--- src/rtl/agat_gcr_pkg.sv ---
// agat_gcr_pkg
//   Shared definitions for the Agat/Apple GCR address and data field decoders:
//   parser state encoding, address epilogue bytes, format_type codes and the
//   4&4 pair decode function.
package agat_gcr_pkg;

  typedef enum logic [1:0] {
    ST_IDLE  = 2'd0,
    ST_FIELD = 2'd1,
    ST_EPI   = 2'd2
  } agat_state_e;

  localparam logic [7:0] EPI_BYTE0     = 8'hDE;
  localparam logic [7:0] EPI_BYTE1     = 8'hAA;

  // Bits 7/5/3/1 are always set in a well-formed 4&4 byte.
  localparam logic [7:0] ODD_BITS_MASK = 8'hAA;

  localparam logic [1:0] FMT_APPLE     = 2'd0;
  localparam logic [1:0] FMT_AGAT7     = 2'd1;
  localparam logic [1:0] FMT_AGAT9     = 2'd2;

  // 4&4 decode: the first byte carries the odd data bits, the second the even.
  function automatic logic [7:0] decode_44(input logic [7:0] b_odd,
                                           input logic [7:0] b_even);
    decode_44 = {b_odd[6:0], 1'b1} & b_even;
  endfunction

endpackage

--- src/rtl/agat_byte_timeout.sv ---
// agat_byte_timeout
//   Inter-byte watchdog. Counts clk cycles while enabled and pulses tc in the
//   cycle the count sits at TIMEOUT_CYCLES-1. A clear (or dropping en) returns
//   the count to zero; clear takes precedence over tc in the same cycle.
//   Ports:
//     clk, reset_n : clock, async active-low reset
//     en           : count while high, held at zero while low
//     clear        : synchronous restart of the count
//     tc           : terminal-count pulse (combinational from the count)
module agat_byte_timeout #(
  parameter int TIMEOUT_CYCLES = 2048
) (
  input  logic clk,
  input  logic reset_n,
  input  logic en,
  input  logic clear,
  output logic tc
);

  localparam int CW = $clog2(TIMEOUT_CYCLES);
  localparam logic [CW-1:0] TC_VAL = CW'(TIMEOUT_CYCLES - 1);

  logic [CW-1:0] cnt_q;
  logic [CW-1:0] cnt_d;

  always_comb begin
    cnt_d = cnt_q + 1'b1;
    if (clear || !en) begin
      cnt_d = '0;
    end
  end

  always_ff @(posedge clk or negedge reset_n) begin
    if (!reset_n) begin
      cnt_q <= '0;
    end else begin
      cnt_q <= cnt_d;
    end
  end

  assign tc = en && !clear && (cnt_q == TC_VAL);

endmodule

--- src/rtl/agat_addr_field_decoder.sv ---
// agat_addr_field_decoder
//   Captures the 8-byte 4&4 address field (volume, track, sector, checksum)
//   that follows an address mark, checks the XOR checksum, the odd-bit
//   encoding and (optionally) the DE AA epilogue, and publishes one registered
//   header record per complete field.
//   Build option: define AGAT_ADDR_EPILOGUE_CHECK_EN to include the epilogue
//   check state; without it hdr_valid fires after field byte 7 and
//   hdr_epilogue_ok reads 1 in every published header.
//   Ports:
//     clk, reset_n           : clock, async active-low reset
//     enable                 : block enable, low forces idle
//     byte_in, byte_valid    : assembled GCR byte and its strobe
//     addr_mark, data_mark   : prologue-end marks, coincident with byte_valid
//     format_type            : disk format, latched at addr_mark
//     hdr_valid              : one-cycle header-complete pulse
//     hdr_volume/track/sector/checksum, hdr_format : header record
//     hdr_chksum_ok, hdr_epilogue_ok, hdr_enc_ok   : header quality flags
//     busy                   : parse in progress
//     abort                  : one-cycle pulse on timeout, data_mark or enable drop
module agat_addr_field_decoder
  import agat_gcr_pkg::*;
#(
  parameter int TIMEOUT_CYCLES   = 2048,
  parameter int REQUIRE_ODD_BITS = 1
) (
  input  logic       clk,
  input  logic       reset_n,
  input  logic       enable,
  input  logic [7:0] byte_in,
  input  logic       byte_valid,
  input  logic       addr_mark,
  input  logic       data_mark,
  input  logic [1:0] format_type,
  output logic       hdr_valid,
  output logic [7:0] hdr_volume,
  output logic [7:0] hdr_track,
  output logic [7:0] hdr_sector,
  output logic [7:0] hdr_checksum,
  output logic [1:0] hdr_format,
  output logic       hdr_chksum_ok,
  output logic       hdr_epilogue_ok,
  output logic       hdr_enc_ok,
  output logic       busy,
  output logic       abort
);

  agat_state_e     state_q, state_d;
  logic [2:0]      idx_q, idx_d;
  logic [7:0][7:0] fld_q, fld_d;
  logic [1:0]      fmt_q, fmt_d;
  logic            enc_acc_q, enc_acc_d;
  logic            epi_acc_q, epi_acc_d;

  logic            hdr_valid_q, hdr_valid_d;
  logic            abort_q, abort_d;
  logic [7:0]      hdr_volume_q, hdr_volume_d;
  logic [7:0]      hdr_track_q, hdr_track_d;
  logic [7:0]      hdr_sector_q, hdr_sector_d;
  logic [7:0]      hdr_checksum_q, hdr_checksum_d;
  logic [1:0]      hdr_format_q, hdr_format_d;
  logic            hdr_chksum_ok_q, hdr_chksum_ok_d;
  logic            hdr_epilogue_ok_q, hdr_epilogue_ok_d;
  logic            hdr_enc_ok_q, hdr_enc_ok_d;

  logic            am_strobe;
  logic            dm_strobe;
  logic            enc_byte_ok;
  logic            complete;
  logic            tmo_tc;

  assign am_strobe   = byte_valid && addr_mark;
  assign dm_strobe   = byte_valid && data_mark;
  assign enc_byte_ok = (REQUIRE_ODD_BITS == 0) ||
                       ((byte_in & ODD_BITS_MASK) == ODD_BITS_MASK);

  agat_byte_timeout #(
    .TIMEOUT_CYCLES(TIMEOUT_CYCLES)
  ) u_timeout (
    .clk    (clk),
    .reset_n(reset_n),
    .en     (state_q != ST_IDLE),
    .clear  (byte_valid),
    .tc     (tmo_tc)
  );

  always_comb begin
    state_d           = state_q;
    idx_d             = idx_q;
    fld_d             = fld_q;
    fmt_d             = fmt_q;
    enc_acc_d         = enc_acc_q;
    epi_acc_d         = epi_acc_q;
    hdr_valid_d       = 1'b0;
    abort_d           = 1'b0;
    hdr_volume_d      = hdr_volume_q;
    hdr_track_d       = hdr_track_q;
    hdr_sector_d      = hdr_sector_q;
    hdr_checksum_d    = hdr_checksum_q;
    hdr_format_d      = hdr_format_q;
    hdr_chksum_ok_d   = hdr_chksum_ok_q;
    hdr_epilogue_ok_d = hdr_epilogue_ok_q;
    hdr_enc_ok_d      = hdr_enc_ok_q;
    complete          = 1'b0;

    case (state_q)
      ST_IDLE: begin
        if (enable && am_strobe) begin
          state_d   = ST_FIELD;
          idx_d     = 3'd0;
          fmt_d     = format_type;
          enc_acc_d = 1'b1;
          epi_acc_d = 1'b1;
        end
      end

      ST_FIELD, ST_EPI: begin
        if (!enable || dm_strobe || tmo_tc) begin
          state_d = ST_IDLE;
          abort_d = 1'b1;
        end else if (am_strobe) begin
          // A fresh address mark restarts the field; the partial one is dropped.
          state_d   = ST_FIELD;
          idx_d     = 3'd0;
          fmt_d     = format_type;
          enc_acc_d = 1'b1;
          epi_acc_d = 1'b1;
        end else if (byte_valid) begin
          if (state_q == ST_FIELD) begin
            fld_d[idx_q] = byte_in;
            enc_acc_d    = enc_acc_q && enc_byte_ok;
            if (idx_q == 3'd7) begin
`ifdef AGAT_ADDR_EPILOGUE_CHECK_EN
              state_d = ST_EPI;
              idx_d   = 3'd0;
`else
              state_d  = ST_IDLE;
              complete = 1'b1;
`endif
            end else begin
              idx_d = idx_q + 3'd1;
            end
          end else begin
            epi_acc_d = epi_acc_q &&
                        (byte_in == ((idx_q == 3'd0) ? EPI_BYTE0 : EPI_BYTE1));
            if (idx_q == 3'd0) begin
              idx_d = 3'd1;
            end else begin
              state_d  = ST_IDLE;
              complete = 1'b1;
            end
          end
        end
      end

      default: begin
        state_d = ST_IDLE;
      end
    endcase

    // fld_d already holds the final field byte when completing straight out
    // of FIELD, so the whole record is published in one step.
    if (complete) begin
      hdr_valid_d     = 1'b1;
      hdr_volume_d    = decode_44(fld_d[0], fld_d[1]);
      hdr_track_d     = decode_44(fld_d[2], fld_d[3]);
      hdr_sector_d    = decode_44(fld_d[4], fld_d[5]);
      hdr_checksum_d  = decode_44(fld_d[6], fld_d[7]);
      hdr_format_d    = fmt_q;
      hdr_chksum_ok_d = ((hdr_volume_d ^ hdr_track_d ^ hdr_sector_d) == hdr_checksum_d);
      hdr_enc_ok_d    = enc_acc_d;
`ifdef AGAT_ADDR_EPILOGUE_CHECK_EN
      hdr_epilogue_ok_d = epi_acc_d;
`else
      hdr_epilogue_ok_d = 1'b1;
`endif
    end
  end

  always_ff @(posedge clk or negedge reset_n) begin
    if (!reset_n) begin
      state_q           <= ST_IDLE;
      idx_q             <= 3'd0;
      fld_q             <= '0;
      fmt_q             <= FMT_APPLE;
      enc_acc_q         <= 1'b0;
      epi_acc_q         <= 1'b0;
      hdr_valid_q       <= 1'b0;
      abort_q           <= 1'b0;
      hdr_volume_q      <= 8'h00;
      hdr_track_q       <= 8'h00;
      hdr_sector_q      <= 8'h00;
      hdr_checksum_q    <= 8'h00;
      hdr_format_q      <= FMT_APPLE;
      hdr_chksum_ok_q   <= 1'b0;
      hdr_epilogue_ok_q <= 1'b0;
      hdr_enc_ok_q      <= 1'b0;
    end else begin
      state_q           <= state_d;
      idx_q             <= idx_d;
      fld_q             <= fld_d;
      fmt_q             <= fmt_d;
      enc_acc_q         <= enc_acc_d;
      epi_acc_q         <= epi_acc_d;
      hdr_valid_q       <= hdr_valid_d;
      abort_q           <= abort_d;
      hdr_volume_q      <= hdr_volume_d;
      hdr_track_q       <= hdr_track_d;
      hdr_sector_q      <= hdr_sector_d;
      hdr_checksum_q    <= hdr_checksum_d;
      hdr_format_q      <= hdr_format_d;
      hdr_chksum_ok_q   <= hdr_chksum_ok_d;
      hdr_epilogue_ok_q <= hdr_epilogue_ok_d;
      hdr_enc_ok_q      <= hdr_enc_ok_d;
    end
  end

  assign hdr_valid       = hdr_valid_q;
  assign abort           = abort_q;
  assign hdr_volume      = hdr_volume_q;
  assign hdr_track       = hdr_track_q;
  assign hdr_sector      = hdr_sector_q;
  assign hdr_checksum    = hdr_checksum_q;
  assign hdr_format      = hdr_format_q;
  assign hdr_chksum_ok   = hdr_chksum_ok_q;
  assign hdr_epilogue_ok = hdr_epilogue_ok_q;
  assign hdr_enc_ok      = hdr_enc_ok_q;
  assign busy            = (state_q != ST_IDLE);

endmodule

--- config.mk ---
export PLATFORM = sky130hd
export DESIGN_NAME = agat_addr_field_decoder
export DESIGN_NICKNAME = d
export VERILOG_FILES = /design/src/rtl/agat_gcr_pkg.sv /design/src/rtl/agat_byte_timeout.sv /design/src/rtl/agat_addr_field_decoder.sv
export SDC_FILE = /design/constraint.sdc
export NUM_CORES = 1
export LEC_CHECK = 0
export ABC_CLOCK_PERIOD_IN_PS = 2900
export CAP_MARGIN = 40
export CORE_AREA = 2 2 101 103
export DETAILED_ROUTE_END_ITERATION = 8
export DIE_AREA = 0 0 103 105
export PLACE_DENSITY = 0.89
export SYNTH_ARGS = -nofsm -noshare
export SYNTH_HDL_FRONTEND = slang
export SYNTH_SLANG_ARGS = --single-unit
--- constraint.sdc ---
create_clock -name clk -period 2.9 [get_ports clk]
set_clock_uncertainty 0.2 [all_clocks]
set_input_delay 0.58 -clock clk [delete_from_list [all_inputs] [get_ports clk]]
set_output_delay 0.58 -clock clk [all_outputs]
set_load 0.005 [all_outputs]
==> impl_metrics.tcl <==
set metrics [dict create \
    status "complete, but fails checks" \
    violations "negative setup slack" \
    antenna_found_initial 0 \
    synth_top_area_share_pct 53.7 \
    cts_inserted_buffers 17 \
    area.sequential_um2 2930 \
    critPathKind "primary input to flop" \
    htreeDepth 4 \
    synth_edf_count 0 \
    antenna_left 0 \
    grt_pass1_vias 4991 \
    fin_crit_sh_pct 102 \
    yosys.area_share.simple_pct 13.9 \
    num_rows 36 \
    peakVddDrop_uv 423 \
    max_freq_ghz 0.339 \
    wl_per_cell_um 26.3 \
    arrival_ns 3.18 \
    core_um2 9640 \
    yosys_warnings 0 \
    clock_sinks 117 \
    report.final.slew_viol_count 0 \
    synth_compound_area_share_pct 8.30 \
    synth_fp_nets 470 \
    post-place-ws_ns -0.580 \
    hp-class "flop to flop" \
    cap_violations 0 \
    yosys.area.top_type "dfrtp_1" \
    synthXorXnorAreaFrac_pct 5.94 \
    die_w_um 103 \
    p_leak_nw 3.72 \
    grt_overflow 0 \
    viasPerCell 6.51 \
    avgSynthCellArea_um2 12.1 \
    grt_pass1_wl_mm 27.9 \
    tightest_slew_ns 0.531 \
    die_h_um 105 \
    cts_root_buf "clkbuf_8" \
    clkSlewWorstSetupHoldPaths_ns 0.06 \
    port_buffers 55 \
    ys.flop_type "dfrtp_1" \
    cts_buffer_depth 2 \
    ys_ff_latch 117 \
    synth_top_family_by_area "simple AND/OR/NAND/NOR gates" \
    track_usage_pct 34.5 \
    min_period_ns 2.95 \
    yosysUniqueCellTypes 43 \
    syn_area_um2 5460 \
    cellPowerDensity_nw_per_um2 567 \
    ys_async_sr_fraction_pct 100 \
    drive_above_1_share_pct 41.0 \
    synth-adder-area-share_pct 0.917 \
    synthCells 450 \
    final_util_pct 80.4 \
    tritoncts "done" \
    finalHoldViolCount 0 \
    endpoint_kind "flop" \
    dp_hpwl_mm 9.76 \
    critPathRequiredTime_ns 3.13 \
    multi_input_area_um2 2550 \
    clkLatencyLatePin_ns 0.53 \
    vias 4866 \
    ios 56 \
    die_area_um2 10800 \
    start_util_pct 56.6 \
    seq_area_frac_synth_pct 53.7 \
    syn_to_final_growth_pct 42.1 \
    synth.top_cells.by_area "dfrtp_1 54%, mux2_2 12%, o31ai_1 3.9%, nand4_1 3.6%, nand2_1 3.5%" \
    setup_violations 1 \
    fillers 468 \
    maxSlewHeadroom_pct 64.3 \
    grt_max_degree 56 \
    drt_iter0_drc 707 \
    setup_slack_ns -0.0492 \
    layout_commonest_cell "dfrtp_1" \
    antennaDiodeCount 0 \
    finalWirelength_mm 19.6 \
    layout_common_cells "114 x dfrtp_1, 95 x buf_4, 60 x mux2_2" \
    dr.pass1.iters 9 \
    drcViolationCount 0 \
    synth_mux_area_share_pct 13.5 \
    place.gp.congestion 0.906 \
    critPathMaxFanout 16 \
    fin_nets 621 \
    startpoint_type "primary input" \
]
synth_stat cells (2+ instances only):
master,count
a21oi_1,3
a22o_1,2
a22oi_1,14
and2_1,15
and3_1,3
buf_2,16
buf_4,2
buf_6,4
clkbuf_1,7
dfrtp_1,117
ha_1,4
inv_1,9
mux2_2,60
mux2i_1,5
nand2_1,51
nand2b_1,2
nand3_1,9
nand4_1,31
nand4b_1,2
nor2_1,13
nor3_4,4
o21ai_0,4
o31ai_1,28
o31ai_4,2
or2_2,2
xnor2_1,7
xnor3_1,7
xor2_1,12
flip-flops by register name (all words and copies together), names as in the netlist:
name	flops
fmt_q	2
hdr_track	8
fld_q	60
hdr_chksum_ok	1
state_q	1
hdr_epilogue_ok	1
hdr_enc_ok	1
hdr_valid	1
abort	1
hdr_format	2
hdr_sector	8
idx_q	3
hdr_checksum	8
enc_acc_q	1
u_timeout.cnt_q	11
hdr_volume	8
critical path: stages:
cell and delay [ns]:
dlygate4sd2_1 0.27, buf_4 0.18, o21ai_1 0.27, buf_4 0.32
nand4_1 0.23, a22oi_2 0.41, xor2_2 0.22, xnor3_1 0.27
nand4_1 0.19, o31ai_4 0.24
where the power goes:
group / switching, mW / total (mW) / internal [mW]
Clock: 0.832 / 2.15 / 1.32
Combinational: 0.287 / 0.485 / 0.198
Sequential: 0.0527 / 1.76 / 1.71
final cells by class:
class	count	share of cell area, %
inverter	10	0.484
timing repair buffer	161	19.0
sequential	117	37.8
tap	133	2.15
clock buffer	18	5.39
clock inverter	14	2.28
multi-input combinational	294	32.9
final timing paths:
check	slack (ns)	cells after the start	startpoint	to
worst min register to register	0.29	2	hdr_checksum[0]	hdr_checksum[0]
worst min-delay path	0.29	2	hdr_checksum[0]	hdr_checksum[0]
max in group asynchronous	1.35	3	reset_n	fld_q[59]
min in group asynchronous	0.34	2	reset_n	u_timeout.cnt_q[4]
worst max-delay path	-0.05	10	addr_mark	hdr_chksum_ok
worst max register to register	-0.05	9	idx_q[2]	hdr_chksum_ok
stage by stage:
step,hold slack (ns),std cells,power [mW],TNS (ns),instance area (um2)
floorplan,0.0844,450,1.96,0,5460
finish,0.288,747,4.40,-0.0492,7750
CTS,0.279,740,4.28,0,7560
global placement,0.251,700,2.13,-2.95,6810
global route,0.317,747,4.48,-0.0738,7750
detailed placement,0.259,700,2.15,-5.67,6810
cells by family (layout without fill, tap and decap cells):
family | count (synthesis) | count (layout)
compound gates | 59 | 59
mux | 66 | 66
xor+xnor | 26 | 26
flops | 117 | 117
fa+ha+maj | 4 | 4
buf+inv | 39 | 203
simple gates | 139 | 139
timing repair:
action	in CTS	in global routing
buffers inserted	7	8
gates resized for setup	25	33
hold buffers	1	0
pin swaps	10	12
endpoints found under the hold margin	31	0
setup endpoints to repair	1	1
layer usage:
layer  global-route usage, %  vias to the layer above  part of all wire [%]
li1                        -                     1921                     -
met1                    41.7                     2365                    34
met2                    56.3                      434                    47
met3                    8.23                      146                    11
met4                    18.5                        0                   8.1
met5                       0                        -                     0
Power figures use the tool's default switching activity.
